## src/rtl/ltc2333_emulator.sv

```systemverilog
`timescale 1ns/1ps
// ltc2333_emulator: a bank of LTC2333-style ADCs sharing cnv/scki/sdi.
// Frame bits are generated on the fly from the latched mode, count and sequence.
module ltc2333_emulator #(
   parameter int N_DEV       = 8,
   parameter int N_CH        = 8,
   parameter int RES_BITS    = 18,
   parameter int CONV_CYCLES = 50
) (
   input  logic             clk,
   input  logic             reset,
   input  logic [1:0]       mode,
   input  logic             cnv,
   input  logic             scki,
   input  logic             sdi,
   output logic             busy,
   output logic [N_DEV-1:0] scko,
   output logic [N_DEV-1:0] sdo,
   output logic [15:0]      conv_count
);

   localparam int EW = RES_BITS + 6;
   localparam int BW = $clog2(EW);
   localparam int LW = $clog2(N_CH + 1);
   localparam int CW = (CONV_CYCLES > 1) ? $clog2(CONV_CYCLES) : 1;

   localparam logic [1:0] S_IDLE = 2'd0;
   localparam logic [1:0] S_CONV = 2'd1;
   localparam logic [1:0] S_READ = 2'd2;

   logic             r_cnv_s;
   logic             r_cnv_p;
   logic             r_scki_s;
   logic             r_scki_p;
   logic             r_sdi_s;
   logic [N_DEV-1:0] r_scko;

   logic [1:0]       r_state;
   logic [CW-1:0]    r_cnt;
   logic [1:0]       r_mode_l;
   logic [15:0]      r_conv_count;
   logic [LW-1:0]    r_ent;
   logic [BW-1:0]    r_bit;

   logic [2:0]       r_act_chan [N_CH];
   logic [2:0]       r_act_span [N_CH];
   logic [LW-1:0]    r_act_len;
   logic [2:0]       r_pend_chan [N_CH];
   logic [2:0]       r_pend_span [N_CH];
   logic [LW-1:0]    r_pend_len;
   logic [6:0]       r_sdi_sr;
   logic [2:0]       r_sdi_cnt;

   logic             w_cnv_rise;
   logic             w_scki_rise;
   logic             w_cnv_take;
   logic             w_scki_take;
   logic             w_append;
   logic             w_in_frame;
   logic [2:0]       w_sel_chan;
   logic [2:0]       w_sel_span;
   logic [EW-1:0]    w_word [N_DEV];

   function automatic logic [RES_BITS-1:0] f_result(
      input logic [1:0]  md,
      input logic [15:0] cc,
      input logic [31:0] dev,
      input logic [2:0]  ch
   );
      logic [31:0]         t;
      logic [RES_BITS-1:0] v;
      t = '0;
      v = '0;
      case (md)
         2'd0: begin
            t = dev * 32'd16 + {29'd0, ch};
            v = RES_BITS'(t);
         end
         2'd1: begin
            t = {16'd0, cc} + {29'd0, ch};
            v = RES_BITS'(t);
         end
         2'd2: v = '0;
         default: begin
            // MSB is 1 on even counts, then alternates downward
            for (int k = 0; k < RES_BITS; k++)
               v[k] = (((RES_BITS - 1 - k) % 2) == 0) ^ cc[0];
         end
      endcase
      return v;
   endfunction

   assign w_cnv_rise  = r_cnv_s & ~r_cnv_p;
   assign w_scki_rise = r_scki_s & ~r_scki_p;
   assign w_cnv_take  = w_cnv_rise & (r_state != S_CONV);
   assign w_scki_take = w_scki_rise & (r_state == S_READ) & ~w_cnv_rise;
   assign w_append    = w_scki_take & (r_sdi_cnt == 3'd7) & r_sdi_sr[6]
                      & (r_pend_len < LW'(N_CH));

   always_ff @(posedge clk) begin
      if (reset) begin
         r_cnv_s  <= 1'b0;
         r_cnv_p  <= 1'b0;
         r_scki_s <= 1'b0;
         r_scki_p <= 1'b0;
         r_sdi_s  <= 1'b0;
         r_scko   <= '0;
      end else begin
         r_cnv_s  <= cnv;
         r_cnv_p  <= r_cnv_s;
         r_scki_s <= scki;
         r_scki_p <= r_scki_s;
         r_sdi_s  <= sdi;
         r_scko   <= {N_DEV{r_scki_s}};
      end
   end

   always_ff @(posedge clk) begin
      if (reset) begin
         r_state      <= S_IDLE;
         r_cnt        <= '0;
         r_mode_l     <= '0;
         r_conv_count <= '0;
         r_ent        <= '0;
         r_bit        <= '0;
      end else if (w_cnv_take) begin
         r_state <= S_CONV;
         r_cnt   <= '0;
      end else begin
         case (r_state)
            S_CONV: begin
               if (r_cnt == CW'(CONV_CYCLES - 1)) begin
                  r_state      <= S_READ;
                  r_mode_l     <= mode;
                  r_conv_count <= r_conv_count + 16'd1;
                  r_ent        <= '0;
                  r_bit        <= BW'(EW - 1);
               end else begin
                  r_cnt <= r_cnt + CW'(1);
               end
            end
            S_READ: begin
               // r_bit counts down so it indexes the entry word MSB first
               if (w_scki_take && (r_ent < r_act_len)) begin
                  if (r_bit == '0) begin
                     r_bit <= BW'(EW - 1);
                     r_ent <= r_ent + LW'(1);
                  end else begin
                     r_bit <= r_bit - BW'(1);
                  end
               end
            end
            default: ;
         endcase
      end
   end

   always_ff @(posedge clk) begin
      if (reset) begin
         for (int i = 0; i < N_CH; i++) begin
            r_act_chan[i]  <= 3'(i);
            r_act_span[i]  <= 3'd7;
            r_pend_chan[i] <= '0;
            r_pend_span[i] <= '0;
         end
         r_act_len  <= LW'(N_CH);
         r_pend_len <= '0;
         r_sdi_sr   <= '0;
         r_sdi_cnt  <= '0;
      end else if (w_cnv_take) begin
         if (r_pend_len != '0) begin
            r_act_chan <= r_pend_chan;
            r_act_span <= r_pend_span;
            r_act_len  <= r_pend_len;
         end
         r_pend_len <= '0;
         r_sdi_cnt  <= '0;
      end else if (w_scki_take) begin
         r_sdi_sr  <= {r_sdi_sr[5:0], r_sdi_s};
         r_sdi_cnt <= r_sdi_cnt + 3'd1;
         if (w_append) begin
            for (int i = 0; i < N_CH; i++) begin
               if (r_pend_len == LW'(i)) begin
                  r_pend_chan[i] <= r_sdi_sr[4:2];
                  r_pend_span[i] <= {r_sdi_sr[1:0], r_sdi_s};
               end
            end
            r_pend_len <= r_pend_len + LW'(1);
         end
      end
   end

   always_comb begin
      w_sel_chan = '0;
      w_sel_span = '0;
      for (int i = 0; i < N_CH; i++) begin
         if (r_ent == LW'(i)) begin
            w_sel_chan = r_act_chan[i];
            w_sel_span = r_act_span[i];
         end
      end
   end

   assign w_in_frame = (r_state == S_READ) && (r_ent < r_act_len);

   always_comb begin
      for (int d = 0; d < N_DEV; d++) begin
         w_word[d] = {f_result(r_mode_l, r_conv_count, 32'(d), w_sel_chan),
                      w_sel_chan, w_sel_span};
         sdo[d]    = w_in_frame & w_word[d][r_bit];
      end
   end

   assign busy       = (r_state == S_CONV);
   assign scko       = r_scko;
   assign conv_count = r_conv_count;

endmodule

```

## config.mk

```make
export PLATFORM = sky130hd
export DESIGN_NAME = ltc2333_emulator
export DESIGN_NICKNAME = d
export VERILOG_FILES = /design/src/rtl/ltc2333_emulator.sv
export SDC_FILE = /design/constraint.sdc
export NUM_CORES = 1
export LEC_CHECK = 0
export ABC_AREA = 1
export CORE_ASPECT_RATIO = 0.9
export CORE_MARGIN = 10
export CORE_UTILIZATION = 43
export CTS_BUF_LIST = sky130_fd_sc_hd__clkbuf_8
export CTS_CLUSTER_SIZE = 20
export DETAILED_ROUTE_END_ITERATION = 10
export PLACE_DENSITY = 0.62
export SETUP_SLACK_MARGIN = 0.05
export SLEW_MARGIN = 30
export SYNTH_ARGS = -nofsm -noshare
export SYNTH_HDL_FRONTEND = slang
export SYNTH_SLANG_ARGS = --single-unit
```

## constraint.sdc

```tcl
create_clock -name clk -period 4.1 [get_ports clk]
set_input_delay 0.82 -clock clk [delete_from_list [all_inputs] [get_ports clk]]
set_output_delay 0.82 -clock clk [all_outputs]
set_load 0.1 [all_outputs]
```

==> flow_metrics.tcl <==
set metrics [dict create \
    ir_drop_mv 0.248 \
    mostFrequentLayoutCell "nand2_1" \
    ios 40 \
    worst_slew_pin_slew_ps 993 \
    synth_area_mm2 0.00757 \
    synthSimpleGateAreaFrac_pct 25.4 \
    min_period_ps 4850 \
    finalCritPeriodShare_pct 118 \
    hpwlAfterDp_um 13400 \
    async_flop_share_pct 0 \
    cp_num_buf_inv 4 \
    timing.rr.start "r_state[0]" \
    vias 6884 \
    crit_path_start_kind "flip-flop" \
    hp-start "r_scki_s" \
    synth_top_family_by_area "simple AND/OR/NAND/NOR gates" \
    critPathLaunch "r_ent[0]" \
    drive_gt1_share_pct 18.6 \
    nets 1154 \
    first_iter_violations 473 \
    use_met1_pct 22.4 \
    ys_types 47 \
    rsz0062_at_grt "yes" \
    power_mw 3.14 \
    synth_compound_area_share_pct 19.2 \
    synthAdderAreaFrac_pct 4.07 \
    final_cell_mix "nand2_1, dfxtp_1, inv_1" \
    path_delay_family "simple AND/OR/NAND/NOR gates" \
    area_growth_pct 23.4 \
    grt_pass1_wl_um 31700 \
    maxSlewViolCount 0 \
    clockBufferDepth 2 \
    finalInstanceArea_mm2 0.00934 \
    status "finished with violations" \
    diodes 0 \
    place_congestion 0.880 \
    start_util_pct 44.3 \
    fmax_mhz 206 \
    endpoint_kind "primary output" \
    synth_ff_type "dfxtp_1" \
    cp.arrival_ps 4030 \
    critPathMaxStageDelay_ps 380 \
    avgSynthCellArea_um2 7.16 \
    grtUsageTotal_pct 16.2 \
    cpMaxStageDelayCell "dfxtp_4" \
    finalNonFillerCells 1371 \
    p_leak_nw 3.88 \
    synth_xor_area_share_pct 0.463 \
    worstPathRequired_ps 3280 \
    grt_pass1_vias 6291 \
    drt-wirelength-per-cell_um 14.1 \
    grt_util_met2_pct 24.9 \
    regArea_mm2 0.00309 \
    cts.reportedPaths.clkPinSlew_ps 90 \
    criticalPathCategory "flip-flop to primary output" \
    netlist_instances 1056 \
    synth_edf_count 0 \
    die_w_um 160 \
    synthMuxAreaShare_pct 0 \
    remaining_drc_errors 0 \
    multi_input_area_mm2 0.00405 \
    drt_wl_total_um 19300 \
    setup_viol 8 \
    dp.cells 1321 \
    antenna_left 0 \
    syn_nets 1087 \
    setup_slack_ps -748 \
    cts-root-buf "clkbuf_8" \
    dieArea_mm2 0.0233 \
    busiest_layer "met2" \
    port_buffers 39 \
    cts_sinks 154 \
    cts_tree "built" \
    max_slew_margin_pct 33.6 \
    power_density_mw_per_mm2 336 \
    cpMostUsedCell "nand3_2" \
    yosys_warnings 0 \
    cp_max_fo 8 \
    hold_path_class "flip-flop to flip-flop" \
    place_area_mm2 0.00859 \
    grt_max_degree 106 \
    synth_seq_area_share_pct 40.7 \
    grt_use_met3_pct 3.93 \
    fin_tns_setup_ps -5950 \
    die_h_um 146 \
    n_fill_cell 1662 \
    finalHoldViolations 0 \
    antenna_found_initial 0 \
    htree_levels 4 \
    violations "negative setup slack" \
    std_cell_rows 45 \
    clk_latency_ps 460 \
    core-area_mm2 0.0171 \
    finalClockSkew_ps 11.3 \
    synth_seq_cells 154 \
    avgViaCountPerCell 5.02 \
    first_pass_iters 5 \
    grt_remaining_overflow 0 \
    cts_buffers 17 \
    cap_violations 0 \
]
per-stage QoR:
| step | utilization, % | setup slack [ps] | hold slack, ps |
|---|---|---|---|
| 3_3_place_gp | 50.3 | -244 | 404 |
| 4_1_cts | 53.8 | -765 | 429 |
| 3_5_place_dp | 50.3 | -298 | 415 |
| 6_report | 54.7 | -748 | 426 |
| 5_1_grt | 54.7 | -1010 | 460 |
| 2_1_floorplan | - | -274 | 403 |
final timing paths:
| kind | to | slack (ps) | cells after the start |
|---|---|---|---|
| max reg2reg | r_pend_chan[9] | 1070 | 9 |
| min reg2reg | scko[0] | 430 | 2 |
| min | scko[0] | 430 | 2 |
| max | sdo[3] | -750 | 26 |
where the power goes:
group	switching (mW)	total, mW	internal [mW]
combinational	0.228	0.356	0.128
sequential	0.0146	1.52	1.50
clock	0.631	1.27	0.634
cell usage after synthesis, drive strengths merged (3+ instances only):
| library cell | count | area share, % |
|---|---|---|
| o21ai | 102 | 6.8 |
| nor2 | 76 | 4.3 |
| a31oi | 5 | 0.41 |
| a21oi | 107 | 7.1 |
| dfxtp | 154 | 41 |
| buf | 15 | 1.4 |
| clkbuf | 39 | 1.9 |
| a211oi | 6 | 0.60 |
| nor4 | 4 | 0.33 |
| nor3b | 3 | 0.30 |
| nand3 | 71 | 5.1 |
| nand2 | 238 | 12 |
| xor2 | 3 | 0.35 |
| or2 | 7 | 0.58 |
| nand4 | 7 | 0.58 |
| ha | 23 | 3.8 |
| nor3 | 14 | 1.5 |
| clkinv | 7 | 0.36 |
| inv | 128 | 6.4 |
| o211ai | 38 | 3.8 |
tightest hold or removal path, delay by kind of cell (launching register included):
kind	cells	cell delay, ps
flip-flops	1	320
buffers and inverters	1	40
AND/OR/NAND/NOR	1	30
cell type report:
| cell class | count | share of cell area [%] |
|---|---|---|
| multi-input combinational | 713 | 43.3 |
| clock inverter | 14 | 1.92 |
| sequential | 154 | 33.1 |
| inverter | 135 | 5.56 |
| timing repair buffer | 102 | 10.2 |
| tap | 235 | 3.15 |
| clock buffer | 18 | 2.65 |
sequential cells by signal, indices dropped and copies added, names as in the netlist, 2 cells and up:
signal,count
r_act_len,4
conv_count,16
r_pend_span,24
r_mode_l,2
r_pend_chan,24
r_act_chan,24
r_act_span,24
r_state,2
r_cnt,6
r_pend_len,4
r_sdi_cnt,3
r_bit,5
r_sdi_sr,7
r_ent,4
layer usage:
layer | vias to the layer above | routed length [um]
met4 | 0 | 205
met3 | 16 | 677
met2 | 107 | 8570
met1 | 3166 | 9830
li1 | 3595 | -
met5 | - | 0
timing repair:
item,4_1_cts,5_1_grt
hold buffers,0,0
endpoints found under the setup margin,8,8
resized for setup,9,37
pin swaps,1,15
setup buffers,16,2
cells by family after synthesis:
logic type               Yosys count
AO/OA/AOI/OAI                    263
XOR/XNOR                           4
adder cells (fa/ha/maj)           24
buffers and inverters            189
flip-flops                       154
AND/OR/NAND/NOR                  422
Note: power is estimated with default switching activity, not from simulation.
